--- src/rtl/multicycle_control_unit.sv ---
// Multicycle RV32I control FSM: sequences fetch, decode,
// execute, memory and writeback phases over a shared datapath.
module multicycle_control_unit #(
   parameter bit MEM_HANDSHAKE = 1'b1,
   parameter bit FULL_BRANCH   = 1'b1
) (
   input  logic        clk,
   input  logic        rst_n,
   input  logic [31:0] instruction,
   input  logic        zero_flg,
   input  logic        lt_flg,
   input  logic        ltu_flg,
   input  logic        mem_ready,
   output logic        PCWrite,
   output logic        AdrSrc,
   output logic        MemRead,
   output logic        MemWrite,
   output logic        IRWrite,
   output logic [1:0]  ResultSrc,
   output logic [1:0]  ALUSrcA,
   output logic [1:0]  ALUSrcB,
   output logic [2:0]  ALUControl,
   output logic [1:0]  ImmSrc,
   output logic        RegWrite,
   output logic        illegal,
   output logic [3:0]  state_o
);

   typedef enum logic [3:0] {
      FETCH    = 4'd0,
      DECODE   = 4'd1,
      MEMADR   = 4'd2,
      MEMREAD  = 4'd3,
      MEMWB    = 4'd4,
      MEMWRITE = 4'd5,
      EXECUTER = 4'd6,
      EXECUTEI = 4'd7,
      ALUWB    = 4'd8,
      JAL      = 4'd9,
      BRANCH   = 4'd10,
      TRAP     = 4'd11
   } state_t;

   localparam logic [6:0] OP_LOAD  = 7'b0000011;
   localparam logic [6:0] OP_STORE = 7'b0100011;
   localparam logic [6:0] OP_R     = 7'b0110011;
   localparam logic [6:0] OP_I     = 7'b0010011;
   localparam logic [6:0] OP_JAL   = 7'b1101111;
   localparam logic [6:0] OP_BR    = 7'b1100011;

   localparam logic [2:0] ALU_ADD = 3'b000;
   localparam logic [2:0] ALU_SUB = 3'b001;
   localparam logic [2:0] ALU_AND = 3'b010;
   localparam logic [2:0] ALU_OR  = 3'b011;
   localparam logic [2:0] ALU_XOR = 3'b100;
   localparam logic [2:0] ALU_SLT = 3'b101;

   state_t      state, state_nxt;
   logic [6:0]  opcode;
   logic [2:0]  funct3;
   logic        is_ld, is_st, is_r, is_i, is_jal, is_br;
   logic        ready, alu_ok, br_ok, ls_ok, taken;
   logic [2:0]  alu_op;
   logic        pc_wr, ir_wr, mem_rd, mem_wr, reg_wr;
   logic        unused_bits;

   assign opcode = instruction[6:0];
   assign funct3 = instruction[14:12];
   assign unused_bits = ^{instruction[31],
                          instruction[29:15],
                          instruction[11:7]};

   assign is_ld  = (opcode == OP_LOAD);
   assign is_st  = (opcode == OP_STORE);
   assign is_r   = (opcode == OP_R);
   assign is_i   = (opcode == OP_I);
   assign is_jal = (opcode == OP_JAL);
   assign is_br  = (opcode == OP_BR);

   assign ready = MEM_HANDSHAKE ? mem_ready : 1'b1;
   assign ls_ok = (funct3 == 3'b010);

   always_comb begin
      alu_op = ALU_ADD;
      alu_ok = 1'b1;
      case (funct3)
         3'b000: alu_op = (is_r && instruction[30]) ?
                          ALU_SUB : ALU_ADD;
         3'b010: alu_op = ALU_SLT;
         3'b100: alu_op = ALU_XOR;
         3'b110: alu_op = ALU_OR;
         3'b111: alu_op = ALU_AND;
         default: alu_ok = 1'b0;
      endcase
   end

   // Only beq/bne are legal in the reduced branch build
   always_comb begin
      taken = 1'b0;
      br_ok = FULL_BRANCH;
      case (funct3)
         3'b000: begin
            taken = zero_flg;
            br_ok = 1'b1;
         end
         3'b001: begin
            taken = !zero_flg;
            br_ok = 1'b1;
         end
         3'b100: taken = lt_flg;
         3'b101: taken = !lt_flg;
         3'b110: taken = ltu_flg;
         3'b111: taken = !ltu_flg;
         default: br_ok = 1'b0;
      endcase
   end

   always_comb begin
      ImmSrc = 2'b00;
      unique case (1'b1)
         is_st:   ImmSrc = 2'b01;
         is_br:   ImmSrc = 2'b10;
         is_jal:  ImmSrc = 2'b11;
         default: ImmSrc = 2'b00;
      endcase
   end

   always_ff @(posedge clk or negedge rst_n) begin
      if (!rst_n) state <= FETCH;
      else        state <= state_nxt;
   end

   always_comb begin
      state_nxt  = state;
      pc_wr      = 1'b0;
      ir_wr      = 1'b0;
      mem_rd     = 1'b0;
      mem_wr     = 1'b0;
      reg_wr     = 1'b0;
      AdrSrc     = 1'b0;
      ResultSrc  = 2'b00;
      ALUSrcA    = 2'b00;
      ALUSrcB    = 2'b00;
      ALUControl = ALU_ADD;
      illegal    = 1'b0;
      case (state)
         FETCH: begin
            mem_rd    = 1'b1;
            ALUSrcB   = 2'b10;
            ResultSrc = 2'b10;
            ir_wr     = ready;
            pc_wr     = ready;
            if (ready) state_nxt = DECODE;
         end
         DECODE: begin
            ALUSrcA = 2'b01;
            ALUSrcB = 2'b01;
            unique case (1'b1)
               is_ld, is_st:
                  state_nxt = ls_ok ? MEMADR : TRAP;
               is_r:
                  state_nxt = alu_ok ? EXECUTER : TRAP;
               is_i:
                  state_nxt = alu_ok ? EXECUTEI : TRAP;
               is_jal:
                  state_nxt = JAL;
               is_br:
                  state_nxt = br_ok ? BRANCH : TRAP;
               default:
                  state_nxt = TRAP;
            endcase
         end
         MEMADR: begin
            ALUSrcA   = 2'b10;
            ALUSrcB   = 2'b01;
            state_nxt = is_st ? MEMWRITE : MEMREAD;
         end
         MEMREAD: begin
            AdrSrc = 1'b1;
            mem_rd = 1'b1;
            if (ready) state_nxt = MEMWB;
         end
         MEMWB: begin
            ResultSrc = 2'b01;
            reg_wr    = 1'b1;
            state_nxt = FETCH;
         end
         MEMWRITE: begin
            AdrSrc = 1'b1;
            mem_wr = 1'b1;
            if (ready) state_nxt = FETCH;
         end
         EXECUTER: begin
            ALUSrcA    = 2'b10;
            ALUControl = alu_op;
            state_nxt  = ALUWB;
         end
         EXECUTEI: begin
            ALUSrcA    = 2'b10;
            ALUSrcB    = 2'b01;
            ALUControl = alu_op;
            state_nxt  = ALUWB;
         end
         ALUWB: begin
            reg_wr    = 1'b1;
            state_nxt = FETCH;
         end
         // Target was parked in ALUOut by DECODE; ALU makes rd=OldPC+4
         JAL: begin
            ALUSrcA   = 2'b01;
            ALUSrcB   = 2'b10;
            pc_wr     = 1'b1;
            state_nxt = ALUWB;
         end
         BRANCH: begin
            ALUSrcA    = 2'b10;
            ALUControl = ALU_SUB;
            pc_wr      = taken;
            state_nxt  = FETCH;
         end
         TRAP: begin
            illegal = 1'b1;
         end
         default: state_nxt = TRAP;
      endcase
   end

   // Strobes drop combinationally with reset, even mid-access
   assign PCWrite  = pc_wr  & rst_n;
   assign IRWrite  = ir_wr  & rst_n;
   assign MemRead  = mem_rd & rst_n;
   assign MemWrite = mem_wr & rst_n;
   assign RegWrite = reg_wr & rst_n;
   assign state_o  = state;

endmodule

--- config.mk ---
export PLATFORM = sky130hd
export DESIGN_NAME = multicycle_control_unit
export DESIGN_NICKNAME = d
export VERILOG_FILES = /design/src/rtl/multicycle_control_unit.sv
export SDC_FILE = /design/constraint.sdc
export NUM_CORES = 1
export LEC_CHECK = 0
export BUFFER_PORTS_ARGS = -buffer_cell sky130_fd_sc_hd__buf_4
export CORE_MARGIN = 4
export CORE_UTILIZATION = 35
export DETAILED_ROUTE_END_ITERATION = 10
export PLACE_DENSITY = 0.83
export SYNTH_ARGS = -nofsm -noshare
export SYNTH_HDL_FRONTEND = slang
export SYNTH_SLANG_ARGS = --single-unit
--- constraint.sdc ---
create_clock -name clk -period 1.51 [get_ports clk]
set_input_delay 0.151 -clock clk [delete_from_list [all_inputs] [get_ports clk]]
set_output_delay 0.151 -clock clk [all_outputs]
set_load 0.01 [all_outputs]
==> flow_summary.ini, run 1 <==
[status]
status = finished, violations left
violations = negative setup slack

[routing]
routed_wl_microns = 2840
vias = 1054
wl_per_cell_microns = 15.0
first_iter_violations = 19
ant_nets = 0
drcViolationCount = 0
drt_pass1_iterations = 4
viasPerCell = 5.58

[clock_tree]
cts.sinks = 4
htree_levels = 1
cts_buffer_depth = 2
insertion_delay_ps = 250
cts_tree = built
cts_buffers = 3
clk_transition_reported_paths_ps = 40
cts-root-buf = clkbuf_4

[cells_and_area]
multi_input_area_sq_um = 697
regArea_sq_um = 103
area_delta_synth_final_pct = 84.5
num_antenna_cells = 0
stdcell_area_sq_um = 1360
nets = 202
drive_gt1_share_pct = 54.3
fillers = 171
largest_reg_flops = 4

[synthesis]
synth_nets = 148
synthArstFlopShare_pct = 100
synth.avg_cell_area_sq_um = 6.69
ys_seq_area_share_pct = 13.6
synth_area_sq_um = 736
ys_top_cells_by_area = dfrtp_1 14%, a21oi_1 4.8%, xnor2_1 4.8%
synth_edf_count = 0
ys_ff_latch = 4
ys_types = 46
synth_ff_type = dfrtp_1
synth_area_leader_cell = dfrtp_1
ys_warn_count = 0
syn_inst = 110
synth_top_area_share_pct = 13.6

[pwr]
switching_share_pct = 45.7
leakagePower_nw = 0.607
p_clk_share_pct = 6.4
switching_power_mw = 1.02
fin_total_pwr_mw = 2.24
power_density_nw_per_um2 = 1650
peakVddDrop_uv = 842
sequentialPowerShare_pct = 11.4
internal_power_mw = 1.22
power_frac_comb_pct = 82.2

[sta]
max_slew_margin_pct = 81.6
whs_ps = 239
fin_ws_ps = -119
post-route-min-period_ps = 1630
rsz0062_at_grt = true
worst_pin_slew_ps = 273
finalSetupTns_ps = -262
hold_viol = 0
fmax_mhz = 614
finalSetupViolCount = 8
min_period_over_period_pct = 108
fin_worst_skew_ps = 4.34
slew_violations = 0

[critical_path]
critPathRequiredTime_ps = 1360
path_max_fanout = 4
start_kind = register
worst-setup-path-type = register to primary output
cp-startpoint = state_o[3]$_DFFE_PN0P_
worstPathArrival_ps = 1480
r2r-start = state_o[2]$_DFFE_PN0P_
critPathCaptureType = primary output

[grt]
grt_pass1_wl_microns = 4310
grt_overflow = 0
grt_pass1_vias = 1036
antenna_found_initial = 0
grt_max_degree = 12
grt_use_total_pct = 20.0

[die]
die_x_microns = 53.8
fp-row-count = 16
fp.dieArea_sq_um = 2900
core_area_sq_um = 1980
die_h_microns = 53.8
io_pins = 60
initial_core_util_pct = 37.1

[hold_path]
hold_path.class = primary input to register
min_from = instruction[2]

[place]
dp.final_hpwl_microns = 1900
pre_cts_ws_ps = 66.1
port_buffers = 38
place.gp.congestion = 0.884
dpl_cell_area_sq_um = 1130

[flow_run]
drv_cap = 0
-- path summary, 6_finish.rpt --
path,endpoint,slack (ps),depth (start not counted)
hold reg to reg,state_o[2]$_DFFE_PN0P_,730,2
setup reg to reg,state_o[2]$_DFFE_PN0P_,10,4
setup / recovery,ALUControl[0],-120,4
max in group asynchronous,state_o[2]$_DFFE_PN0P_,990,2
min in group asynchronous,state_o[3]$_DFFE_PN0P_,330,2
hold / removal,state_o[0]$_DFFE_PN0P_,240,3
-- Yosys cell counts, drive strengths merged (2+ instances only) --
| master | count |
|---|---|
| xnor2 | 4 |
| nand2 | 10 |
| a22oi | 2 |
| nor2 | 10 |
| a21oi | 7 |
| buf | 4 |
| o22ai | 2 |
| a31oi | 2 |
| nand3 | 3 |
| or3 | 3 |
| nand2b | 3 |
| dfrtp | 4 |
| nor2b | 5 |
| nand4 | 2 |
| xor2 | 2 |
| inv | 6 |
| o21ai | 6 |
| nor3b | 2 |
| nor3 | 6 |
| clkbuf | 3 |
| and3 | 2 |
| and4b | 2 |
-- layout by cell type, fill, tap and decap left out, types with 3 or more instances in the layout --
cell / synthesis / routed
buf_4: 0 / 48
a21oi_1: 7 / 4
nor2_4: 1 / 4
xnor2_1: 4 / 3
nand3_1: 3 / 3
clkbuf_4: 0 / 3
buf_6: 0 / 5
nor2_1: 9 / 4
nor3_1: 6 / 4
nor2b_1: 5 / 3
nand2_1: 9 / 8
inv_1: 6 / 5
o21ai_0: 6 / 5
a21oi_2: 0 / 3
-- power groups by stage --
stage | clock network, mW | logic [mW] | registers [mW]
4_1_cts | 0.146 | 1.66 | 0.238
3_3_place_gp | 0 | 1.36 | 0.223
2_1_floorplan | 0 | 0.781 | 0.239
6_report | 0.144 | 1.84 | 0.256
5_1_grt | 0.160 | 1.98 | 0.264
3_5_place_dp | 0 | 1.39 | 0.226
-- timing repair --
action | CTS | global route
endpoints found under the hold margin | 4 | 0
hold buffers | 1 | 0
pin swaps | 9 | 5
buffers inserted | 5 | 1
gates resized for setup | 22 | 12
cloned | 1 | 0
endpoints found under the setup margin | 6 | 16
-- per-stage QoR --
step | utilization (%) | std cells
after floorplan | - | 110
after global placement | 56.8 | 179
after detailed placement | 56.8 | 179
after CTS | 65.9 | 189
after global routing | 68.5 | 189
final | 68.5 | 189
-- logic make-up (layout without fill, tap and decap cells) --
logic type | count (synthesis) | count (layout) | share of synthesized area [%]
buffers and inverters | 13 | 65 | 7.14
XOR/XNOR | 6 | 6 | 7.14
multiplexers | 1 | 1 | 1.36
AND/OR/NAND/NOR | 57 | 57 | 44.9
flip-flops | 4 | 4 | 13.6
AO/OA/AOI/OAI | 29 | 29 | 25.9
-- metal layers --
metal | up-vias | track usage, % | share of wire [%]
met2 | 51 | 37.1 | 51
met4 | 0 | 7.23 | 1.2
met1 | 491 | 21.4 | 39
met3 | 4 | 4.99 | 8.5
met5 | - | 0 | 0
li1 | 508 | - | -
-- area by class of cell --
type,instances,share of cell area (%)
clock buffer,3,1.66
inverter,6,1.66
multi-input combinational,93,51.3
sequential,4,7.56
tap,27,2.49
timing repair buffer,56,35.3
-- critical path: stages (launching register included) --
cell	delay, ps
dfrtp_1	420
nand2b_4	160
or3_4	380
a21oi_2	140
buf_4	130
Note: power is estimated with default switching activity, not from simulation.
==> run 2, diff against run 1 <==
CORE_UTILIZATION = 41   (was 35)
PLACE_DENSITY = 0.91   (was 0.83)
SKIP_LAST_GASP = 1   (was not set)
clock period = 1.9 ns   (was 1.51 ns; I/O delays follow)
==> run 2 against run 1 <==
The run now ends clean. Die area fell by 13%. Sequential power fell by 16%. Cell count fell by 7.9%. Cell area fell by 20%. Total power fell by 43%. Non-clock buffer count fell by 13. Utilization fell by 4.8 points. Count of clock-buffer cells in the layout did not move.
==> flow_summary.ini, run 2 (synthesized netlist as in run 1, its figures left out) <==
[status]
status = complete, no violations

[clock_tree]
cts-root-buf = clkbuf_4
htree_levels = 1
cts_tree = built
insertion_delay_ps = 230
cts_setup_buffers = 0
clk_transition_reported_paths_ps = 40
cts.sinks = 4
cts_buffer_depth = 2
cts_buffers = 3

[die]
core_area_sq_um = 1710
io_pins = 60
fp.dieArea_sq_um = 2540
initial_core_util_pct = 43.1
die_x_microns = 50.4
die_h_microns = 50.4
fp-row-count = 15

[critical_path]
start_kind = register
critPathRequiredTime_ps = 1710
slowest_stage = dfrtp_1
path_max_fanout = 7
crit_path_max_incr_delay_ps = 440
cp-startpoint = state_o[3]$_DFFE_PN0P_
crit_path_cell_trace = nand2b_1 > or3_1 > a21oi_1 > buf_4
critPathCaptureType = primary output
worst-setup-path-type = register to primary output
r2r-start = state_o[0]$_DFFE_PN0P_
worstPathArrival_ps = 1550

[grt]
grt_pass1_vias = 888
antenna_found_initial = 0
grt_max_degree = 19
grt_overflow = 0
grt_pass1_wl_microns = 3760
grt_use_total_pct = 19.1

[sta]
fmax_mhz = 573
min_period_over_period_pct = 91.8
post-route-min-period_ps = 1740
worst_pin_slew_ps = 319
hold_viol = 0
slew_violations = 0
finalSetupTns_ps = 0
whs_ps = 312
fin_worst_skew_ps = 0.868
finalSetupViolCount = 0
rsz0062_at_grt = false
max_slew_margin_pct = 78.5

[flow_run]
drv_cap = 0

[routing]
first_iter_violations = 16
drt_pass1_iterations = 4
viasPerCell = 5.51
drcViolationCount = 0
vias = 959
wl_per_cell_microns = 12.7
routed_wl_microns = 2210
ant_nets = 0

[cells_and_area]
final_common_cell = buf_4
drive_gt1_share_pct = 35.6
area_delta_synth_final_pct = 48.0
regArea_sq_um = 101
final_cell_mix = 42 x buf_4, 9 x nand2_1, 9 x nor2_1
fillers = 149
multi_input_area_sq_um = 586
nets = 189
num_antenna_cells = 0
largest_reg_flops = 4

[hold_path]
hold_path.class = primary input to async pin

[pwr]
power_density_nw_per_um2 = 1170
peakVddDrop_uv = 566
leakagePower_nw = 0.499

[place]
place.gp.congestion = 0.895
dp.final_hpwl_microns = 1790
port_buffers = 38
==> run 2: cell count changes in the layout (fill, tap and decap cells not counted), moves of 3 or more <==
cell,delta
nor2_1,+5
buf_4,-6
a21oi_1,+3
nor2_4,-3
buf_6,-5
a21oi_2,-3
==> run 2: cell type report <==
| type | instances | area share, % |
|---|---|---|
| Tap cell | 25 | 2.87 |
| Multi-Input combinational cell | 93 | 53.8 |
| Timing Repair Buffer | 43 | 29.9 |
| Clock buffer | 3 | 2.07 |
| Sequential cell | 4 | 9.31 |
| Inverter | 6 | 2.07 |
==> run 2: what timing repair did <==
| action | 4_1_cts | 5_1_grt |
|---|---|---|
| hold buffers | 1 | 0 |
| hold endpoints to repair | 4 | 0 |
| endpoints found under the setup margin | 0 | 2 |
| gates resized for setup | 0 | 2 |
==> run 2: critical path: cells and delay by family, from the launching register on <==
kind                   cells  cell delay [ps]
AND/OR/NAND/NOR            2              590
AO/OA/AOI/OAI              1              150
flip-flops                 1              440
buffers and inverters      1              140
==> run 2: stage by stage <==
step                cells  instance area [sq um]  total power, mW  utilization [%]  setup WS, ps
detailed placement    170                   1050             1.16             61.6           243
global route          174                   1090             1.39             63.7          60.0
global placement      170                   1050             1.13             61.6           288
finish                174                   1090             1.27             63.7           156
CTS                   174                   1080             1.28             63.5          58.7
floorplan             110                    736            0.753                -           232
==> run 2: where the power goes <==
group | switching [mW] | internal (mW)
registers | 0.0881 | 0.126
logic | 0.487 | 0.467
clock network | 0.0332 | 0.0705
==> run 2: final timing paths <==
kind / cells after the start / slack [ps] / endpoint
setup / recovery: 4 / 160 / ALUControl[0]
hold / removal: 2 / 310 / state_o[2]$_DFFE_PN0P_
setup reg to reg: 4 / 300 / state_o[2]$_DFFE_PN0P_
hold reg to reg: 2 / 760 / state_o[2]$_DFFE_PN0P_
max in group asynchronous: 2 / 1450 / state_o[1]$_DFFE_PN0P_
min in group clk: 3 / 310 / state_o[0]$_DFFE_PN0P_
==> run 2: layer usage <==
layer | global-route usage, % | routed length (microns)
met2 | 33.3 | 1160
met1 | 22.1 | 909
met4 | 5.38 | 0
met3 | 6.23 | 140
met5 | 0 | 0
